### src/rtl/sdr_16_rd_capture_if.sv
`default_nettype none
// ============================================================================
// Module   : sdr_16_rd_capture_if
// Brief    : Read-capture bus: controller READ strobe, DQ in, egress FIFO out.
//            ovf_cnt exists only when SDR_RD_OVERFLOW_CNT_EN is defined.
// Revision : 1.0 - initial release
// ============================================================================
interface sdr_16_rd_capture_if #(
    parameter int DW = 16
);
    logic            cmd_read;
    logic [DW-1:0]   dq_i;
    logic            fifo_full;
    logic            clr_err;
    logic            fifo_we;
    logic [2*DW-1:0] fifo_dat;
    logic            rd_busy;
    logic            overflow;
    logic            proto_err;
`ifdef SDR_RD_OVERFLOW_CNT_EN
    logic [7:0]      ovf_cnt;
`endif

    modport slave (
        input  cmd_read, dq_i, fifo_full, clr_err,
`ifdef SDR_RD_OVERFLOW_CNT_EN
        output ovf_cnt,
`endif
        output fifo_we, fifo_dat, rd_busy, overflow, proto_err
    );

    modport master (
        output cmd_read, dq_i, fifo_full, clr_err,
`ifdef SDR_RD_OVERFLOW_CNT_EN
        input  ovf_cnt,
`endif
        input  fifo_we, fifo_dat, rd_busy, overflow, proto_err
    );
endinterface
`default_nettype wire

### src/rtl/sdr_16_rd_capture.sv
`default_nettype none
// ============================================================================
// Module   : sdr_16_rd_capture
// Brief    : SDR SDRAM read-data return: delays READ by CL+IN_REG, packs the
//            two beats of a burst-of-2 into one word and pushes it to the
//            egress FIFO. Optional macro SDR_RD_OVERFLOW_CNT_EN adds ovf_cnt.
// Revision : 1.0 - initial release
// ============================================================================
module sdr_16_rd_capture #(
    parameter int CL     = 2,
    parameter int IN_REG = 1,
    parameter int DW     = 16
) (
    input  wire logic           sdram_clk,
    input  wire logic           sdram_rst_n,
    sdr_16_rd_capture_if.slave  bus
);
    localparam int c_depth = CL + IN_REG;

    typedef enum logic [0:0] {
        S_BEAT0 = 1'b0,
        S_BEAT1 = 1'b1
    } state_t;

    state_t            r_state;
    state_t            w_state_nxt;
    logic [c_depth-1:0] r_dly;
    logic [DW-1:0]     r_beat0;
    logic              r_we;
    logic [2*DW-1:0]   r_dat;
    logic              r_ovf;
    logic              r_proto;
    logic              w_tap;
    logic              w_cap_hi;
    logic              w_push;
    logic              w_proto;
    logic              w_ovf_evt;

    assign w_tap     = r_dly[c_depth-1];
    assign w_ovf_evt = r_we & bus.fifo_full;

    always_ff @(posedge sdram_clk or negedge sdram_rst_n) begin
        if (!sdram_rst_n) begin
            r_state <= S_BEAT0;
        end else begin
            r_state <= w_state_nxt;
        end
    end

    // A tap while still waiting for beat 1 means the bursts overlap: the
    // partial word is dropped and the current beat starts the new one.
    always_comb begin
        w_state_nxt = r_state;
        w_cap_hi    = 1'b0;
        w_push      = 1'b0;
        w_proto     = 1'b0;
        case (r_state)
            S_BEAT0: begin
                if (w_tap) begin
                    w_cap_hi    = 1'b1;
                    w_state_nxt = S_BEAT1;
                end
            end
            S_BEAT1: begin
                if (w_tap) begin
                    w_proto  = 1'b1;
                    w_cap_hi = 1'b1;
                end else begin
                    w_push      = 1'b1;
                    w_state_nxt = S_BEAT0;
                end
            end
            default: w_state_nxt = S_BEAT0;
        endcase
    end

    always_ff @(posedge sdram_clk or negedge sdram_rst_n) begin
        if (!sdram_rst_n) begin
            r_dly   <= '0;
            r_beat0 <= '0;
            r_we    <= 1'b0;
            r_dat   <= '0;
            r_ovf   <= 1'b0;
            r_proto <= 1'b0;
        end else begin
            r_dly <= {r_dly[c_depth-2:0], bus.cmd_read};
            if (w_cap_hi) begin
                r_beat0 <= bus.dq_i;
            end
            r_we <= w_push;
            if (w_push) begin
                r_dat <= {r_beat0, bus.dq_i};
            end
            if (w_ovf_evt) begin
                r_ovf <= 1'b1;
            end else if (bus.clr_err) begin
                r_ovf <= 1'b0;
            end
            if (w_proto) begin
                r_proto <= 1'b1;
            end else if (bus.clr_err) begin
                r_proto <= 1'b0;
            end
        end
    end

    assign bus.fifo_we   = r_we;
    assign bus.fifo_dat  = r_dat;
    assign bus.overflow  = r_ovf;
    assign bus.proto_err = r_proto;
    assign bus.rd_busy   = (|r_dly) | (r_state == S_BEAT1) | r_we;

`ifdef SDR_RD_OVERFLOW_CNT_EN
    logic [7:0] r_ovf_cnt;

    // Saturating; an event coinciding with a clear leaves a count of one.
    always_ff @(posedge sdram_clk or negedge sdram_rst_n) begin
        if (!sdram_rst_n) begin
            r_ovf_cnt <= '0;
        end else if (w_ovf_evt) begin
            if (bus.clr_err) begin
                r_ovf_cnt <= 8'd1;
            end else if (r_ovf_cnt != 8'hFF) begin
                r_ovf_cnt <= r_ovf_cnt + 8'd1;
            end
        end else if (bus.clr_err) begin
            r_ovf_cnt <= '0;
        end
    end

    assign bus.ovf_cnt = r_ovf_cnt;
`endif

endmodule
`default_nettype wire
### src/flat_wrapper.sv
// flat-port wrapper written by rule: the top's interface ports become plain ports
module sdr_16_rd_capture_flat 
#(
    parameter int CL     = 2,
    parameter int IN_REG = 1,
    parameter int DW     = 16
)
  (sdram_clk, sdram_rst_n, bus_cmd_read, bus_dq_i, bus_fifo_full, bus_clr_err, bus_fifo_we, bus_fifo_dat, bus_rd_busy, bus_overflow, bus_proto_err);
  sdr_16_rd_capture_if #(.DW(DW)) bus_i ();
  input  wire logic sdram_clk;
  input  wire logic sdram_rst_n;
  input wire logic [$bits(bus_i.cmd_read)-1:0] bus_cmd_read;
  input wire logic [$bits(bus_i.dq_i)-1:0] bus_dq_i;
  input wire logic [$bits(bus_i.fifo_full)-1:0] bus_fifo_full;
  input wire logic [$bits(bus_i.clr_err)-1:0] bus_clr_err;
  output wire logic [$bits(bus_i.fifo_we)-1:0] bus_fifo_we;
  output wire logic [$bits(bus_i.fifo_dat)-1:0] bus_fifo_dat;
  output wire logic [$bits(bus_i.rd_busy)-1:0] bus_rd_busy;
  output wire logic [$bits(bus_i.overflow)-1:0] bus_overflow;
  output wire logic [$bits(bus_i.proto_err)-1:0] bus_proto_err;
  assign bus_i.cmd_read = bus_cmd_read;
  assign bus_i.dq_i = bus_dq_i;
  assign bus_i.fifo_full = bus_fifo_full;
  assign bus_i.clr_err = bus_clr_err;
  assign bus_fifo_we = bus_i.fifo_we;
  assign bus_fifo_dat = bus_i.fifo_dat;
  assign bus_rd_busy = bus_i.rd_busy;
  assign bus_overflow = bus_i.overflow;
  assign bus_proto_err = bus_i.proto_err;
  sdr_16_rd_capture #(.CL(CL), .IN_REG(IN_REG), .DW(DW)) u_core (.sdram_clk(sdram_clk), .sdram_rst_n(sdram_rst_n), .bus(bus_i));
endmodule
### config.mk
export PLATFORM = sky130hd
export DESIGN_NAME = sdr_16_rd_capture_flat
export DESIGN_NICKNAME = d
export VERILOG_FILES = /design/src/rtl/sdr_16_rd_capture_if.sv /design/src/rtl/sdr_16_rd_capture.sv /design/src/flat_wrapper.sv
export SDC_FILE = /design/constraint.sdc
export NUM_CORES = 1
export LEC_CHECK = 0
export CORE_MARGIN = 5
export CORE_UTILIZATION = 45
export DETAILED_ROUTE_END_ITERATION = 16
export PLACE_DENSITY = 0.73
export SLEW_MARGIN = 5
export SYNTH_ARGS = -nofsm -noshare
export SYNTH_HDL_FRONTEND = slang
export SYNTH_SLANG_ARGS = --single-unit
### constraint.sdc
create_clock -name sdram_clk -period 1.45 [get_ports sdram_clk]
set_input_delay 0.2175 -clock sdram_clk [delete_from_list [all_inputs] [get_ports sdram_clk]]
set_output_delay 0.2175 -clock sdram_clk [all_outputs]
set_load 0.1 [all_outputs]
==> results.sh <==
export IMPL_status="completed"
export IMPL_grt_pass1_wl_mm=6.83
export IMPL_fin_skew_ns=0.00351
export IMPL_coreArea_um2=4660
export IMPL_cts_tree="built"
export IMPL_ys_seq_area_frac=0.643
export IMPL_period_needed_ns=1.39
export IMPL_endpoint_kind="primary output"
export IMPL_place_area_um2=3150
export IMPL_timing_setup_tns_ns=0
export IMPL_drt_pass1_iterations=2
export IMPL_final_hold_viol_count=0
export IMPL_synth_area_per_cell_um2=17.9
export IMPL_drtAntennaViolNets=0
export IMPL_leakagePower_nw=1.55
export IMPL_syn_area_um2=2140
export IMPL_synth_seq_cells=55
export IMPL_cts_root_buffer_cell="clkbuf_8"
export IMPL_synth_distinct_cells=11
export IMPL_grt_max_degree=56
export IMPL_fp_dieH_um=79.0
export IMPL_port_buffers=56
export IMPL_hp_start="bus_cmd_read"
export IMPL_nets=207
export IMPL_timing_max_transition_violations_final=0
export IMPL_arrival_ns=1.17
export IMPL_routabilityCongestion=0.675
export IMPL_clk_pin_slew_ns=0.09
export IMPL_area_delta_synth_final_pct=54.3
export IMPL_syn_inst=120
export IMPL_drc=0
export IMPL_htreeDepth=2
export IMPL_die_width_um=79.0
export IMPL_yosys_warnings=0
export IMPL_num_vias=1179
export IMPL_initial_core_util=0.460
export IMPL_totalWireLength_mm=4.16
export IMPL_path_class="reg2out"
export IMPL_layout_worst_path_cycle_share=0.960
export IMPL_power_density_nw_per_um2=1610
export IMPL_antenna_found_initial=0
export IMPL_rsz0062_at_grt="false"
export IMPL_cp_start_kind="register"
export IMPL_cts_sinks=55
export IMPL_synth_nets=141
export IMPL_overflow=0
export IMPL_n_antenna_cell=0
export IMPL_required_ns=1.23
export IMPL_clockBufferDepth=2
export IMPL_cp_max_fo=2
export IMPL_track_usage=0.140
export IMPL_die_area_um2=6240
export IMPL_fmax_ghz=0.718
export IMPL_layout_drive_gt1_share=0.567
export IMPL_pin_count=57
export IMPL_final_cell_area_um2=3300
export IMPL_vdd_drop_max_v=0.00106
export IMPL_regToRegStartpoint="u_core.r_dly[2]$_DFF_PN0_"
export IMPL_tightest_slew_ns=0.279
export IMPL_dp_hpwl_mm=3.09
export IMPL_grt_pass1_vias=1359
export IMPL_slew_headroom=0.814
export IMPL_via_per_inst=4.89
export IMPL_drtIter0Drc=46
export IMPL_cap_violations=0
export IMPL_finalSetupViolCount=0
export IMPL_cp_startpoint="u_core.r_dly[2]$_DFF_PN0_"
export IMPL_drt_wirelength_per_cell_um=17.3
export IMPL_placementRows=25
export IMPL_cts_buffers=5
export IMPL_hold_path_class="in2reg"
export IMPL_clkLatencyLatePin_ns=0.30
## per-stage QoR
step / std cells / worst slack [ns] / hold WS [ns] / utilization / power (mW)
final: 241 / 0.0581 / 0.383 / 0.709 / 5.33
after global routing: 241 / 0.0102 / 0.366 / 0.709 / 5.49
after CTS: 241 / 0.0478 / 0.382 / 0.709 / 5.38
after detailed placement: 230 / 0.213 / 0.231 / 0.676 / 4.35
after global placement: 230 / 0.253 / 0.227 / 0.676 / 4.31
after floorplan: 120 / 0.00494 / -0.0781 / - / 3.38
## power by group
group,switching (mW),internal [mW]
Combinational,1.42,0.932
Sequential,0.216,1.74
Clock,0.457,0.559
## cells in the final DEF, fill, tap and decap left out
cell type        synthesis  layout
clkbuf_8                 0       6
buf_4                    0       4
nand2_2                  0       1
dfrtp_1                 55      54
buf_6                    5       1
o21ai_0                  2       2
bufinv_16                0       1
nand2b_4                 1       1
clkinv_2                 0       1
inv_1                    3       3
dfrtp_2                  0       1
buf_2                    1       1
nor3_2                   0       1
mux2_2                  19      19
buf_12                   0      39
nor2_2                   0       1
nand2_1                  3       2
dlygate4sd3_1            0       1
clkdlybuf4s50_1          0      19
mux2_4                  29      29
## layer usage
| metal | up-vias | wire length [µm] | track usage | part of all wire |
|---|---|---|---|---|
| met5 | - | 0 | 0 | 0 |
| met4 | 0 | 44 | 0.0464 | 0.011 |
| met3 | 4 | 219 | 0.0306 | 0.053 |
| met2 | 33 | 2130 | 0.239 | 0.51 |
| met1 | 598 | 1770 | 0.176 | 0.42 |
| li1 | 544 | - | - | - |
## area by class of cell
cell class | count | area [µm²]
sequential | 55 | 1380
clock inverter | 2 | 35.0
tap | 54 | 67.6
clock buffer | 6 | 82.6
multi-input combinational | 56 | 703
fill | 285 | 1360
timing repair buffer | 65 | 1030
inverter | 3 | 11.3
## cells by family (layout without fill, tap and decap cells)
family,Yosys count,after routing,synth area share
AOI/OAI and AO/OA,2,2,0.00467
and+or+nand+nor,6,6,0.0158
DFF,55,55,0.643
buffers and inverters,9,76,0.0339
muxes,48,48,0.303
## Yosys cell counts
cell type  instances  share of area
dfrtp_1           55           0.64
o21ai_0            2         0.0047
buf_6              5          0.026
nand2_1            3         0.0053
nor2_1             1         0.0018
nand2b_4           1         0.0064
mux2_4            29           0.20
mux2_2            19           0.10
inv_1              3         0.0053
nor3_1             1         0.0023
buf_2              1         0.0023
## flip-flops by register name (all words and copies together), names as in the netlist
register / count
u_core.bus.fifo_dat: 32
u_core.r_beat0: 16
u_core.r_dly: 3
u_core.bus.fifo_we: 1
u_core.bus.overflow: 1
u_core.bus.proto_err: 1
u_core.r_state: 1
## path summary, 6_finish.rpt
kind | to | slack [ns] | cells past startpoint
worst max-delay path | bus_rd_busy | 0.06 | 4
worst min-delay path | u_core.r_dly[0]$_DFF_PN0_ | 0.38 | 1
worst max register to register | u_core.r_beat0[0]$_DFFE_PN0P_ | 0.12 | 4
worst min register to register | u_core.r_dly[2]$_DFF_PN0_ | 0.41 | 0
max in group asynchronous | u_core.bus.fifo_we$_DFF_PN0_ | 0.77 | 3
min in group asynchronous | u_core.bus.fifo_dat[3]$_DFFE_PN0P_ | 0.43 | 3
## critical path, stage by stage (launching register included)
cell     delay (ns)
dfrtp_1        0.40
buf_6          0.12
nor2_2         0.10
nand2_2        0.08
buf_12         0.17
## repair_timing
item | CTS | global route
setup buffers | 2 | 0
hold endpoints to repair | 55 | 0
endpoints found under the setup margin | 1 | 0
hold buffers | 1 | 0
resized for setup | 3 | 0
No activity file was read; power rests on OpenSTA's default activity.
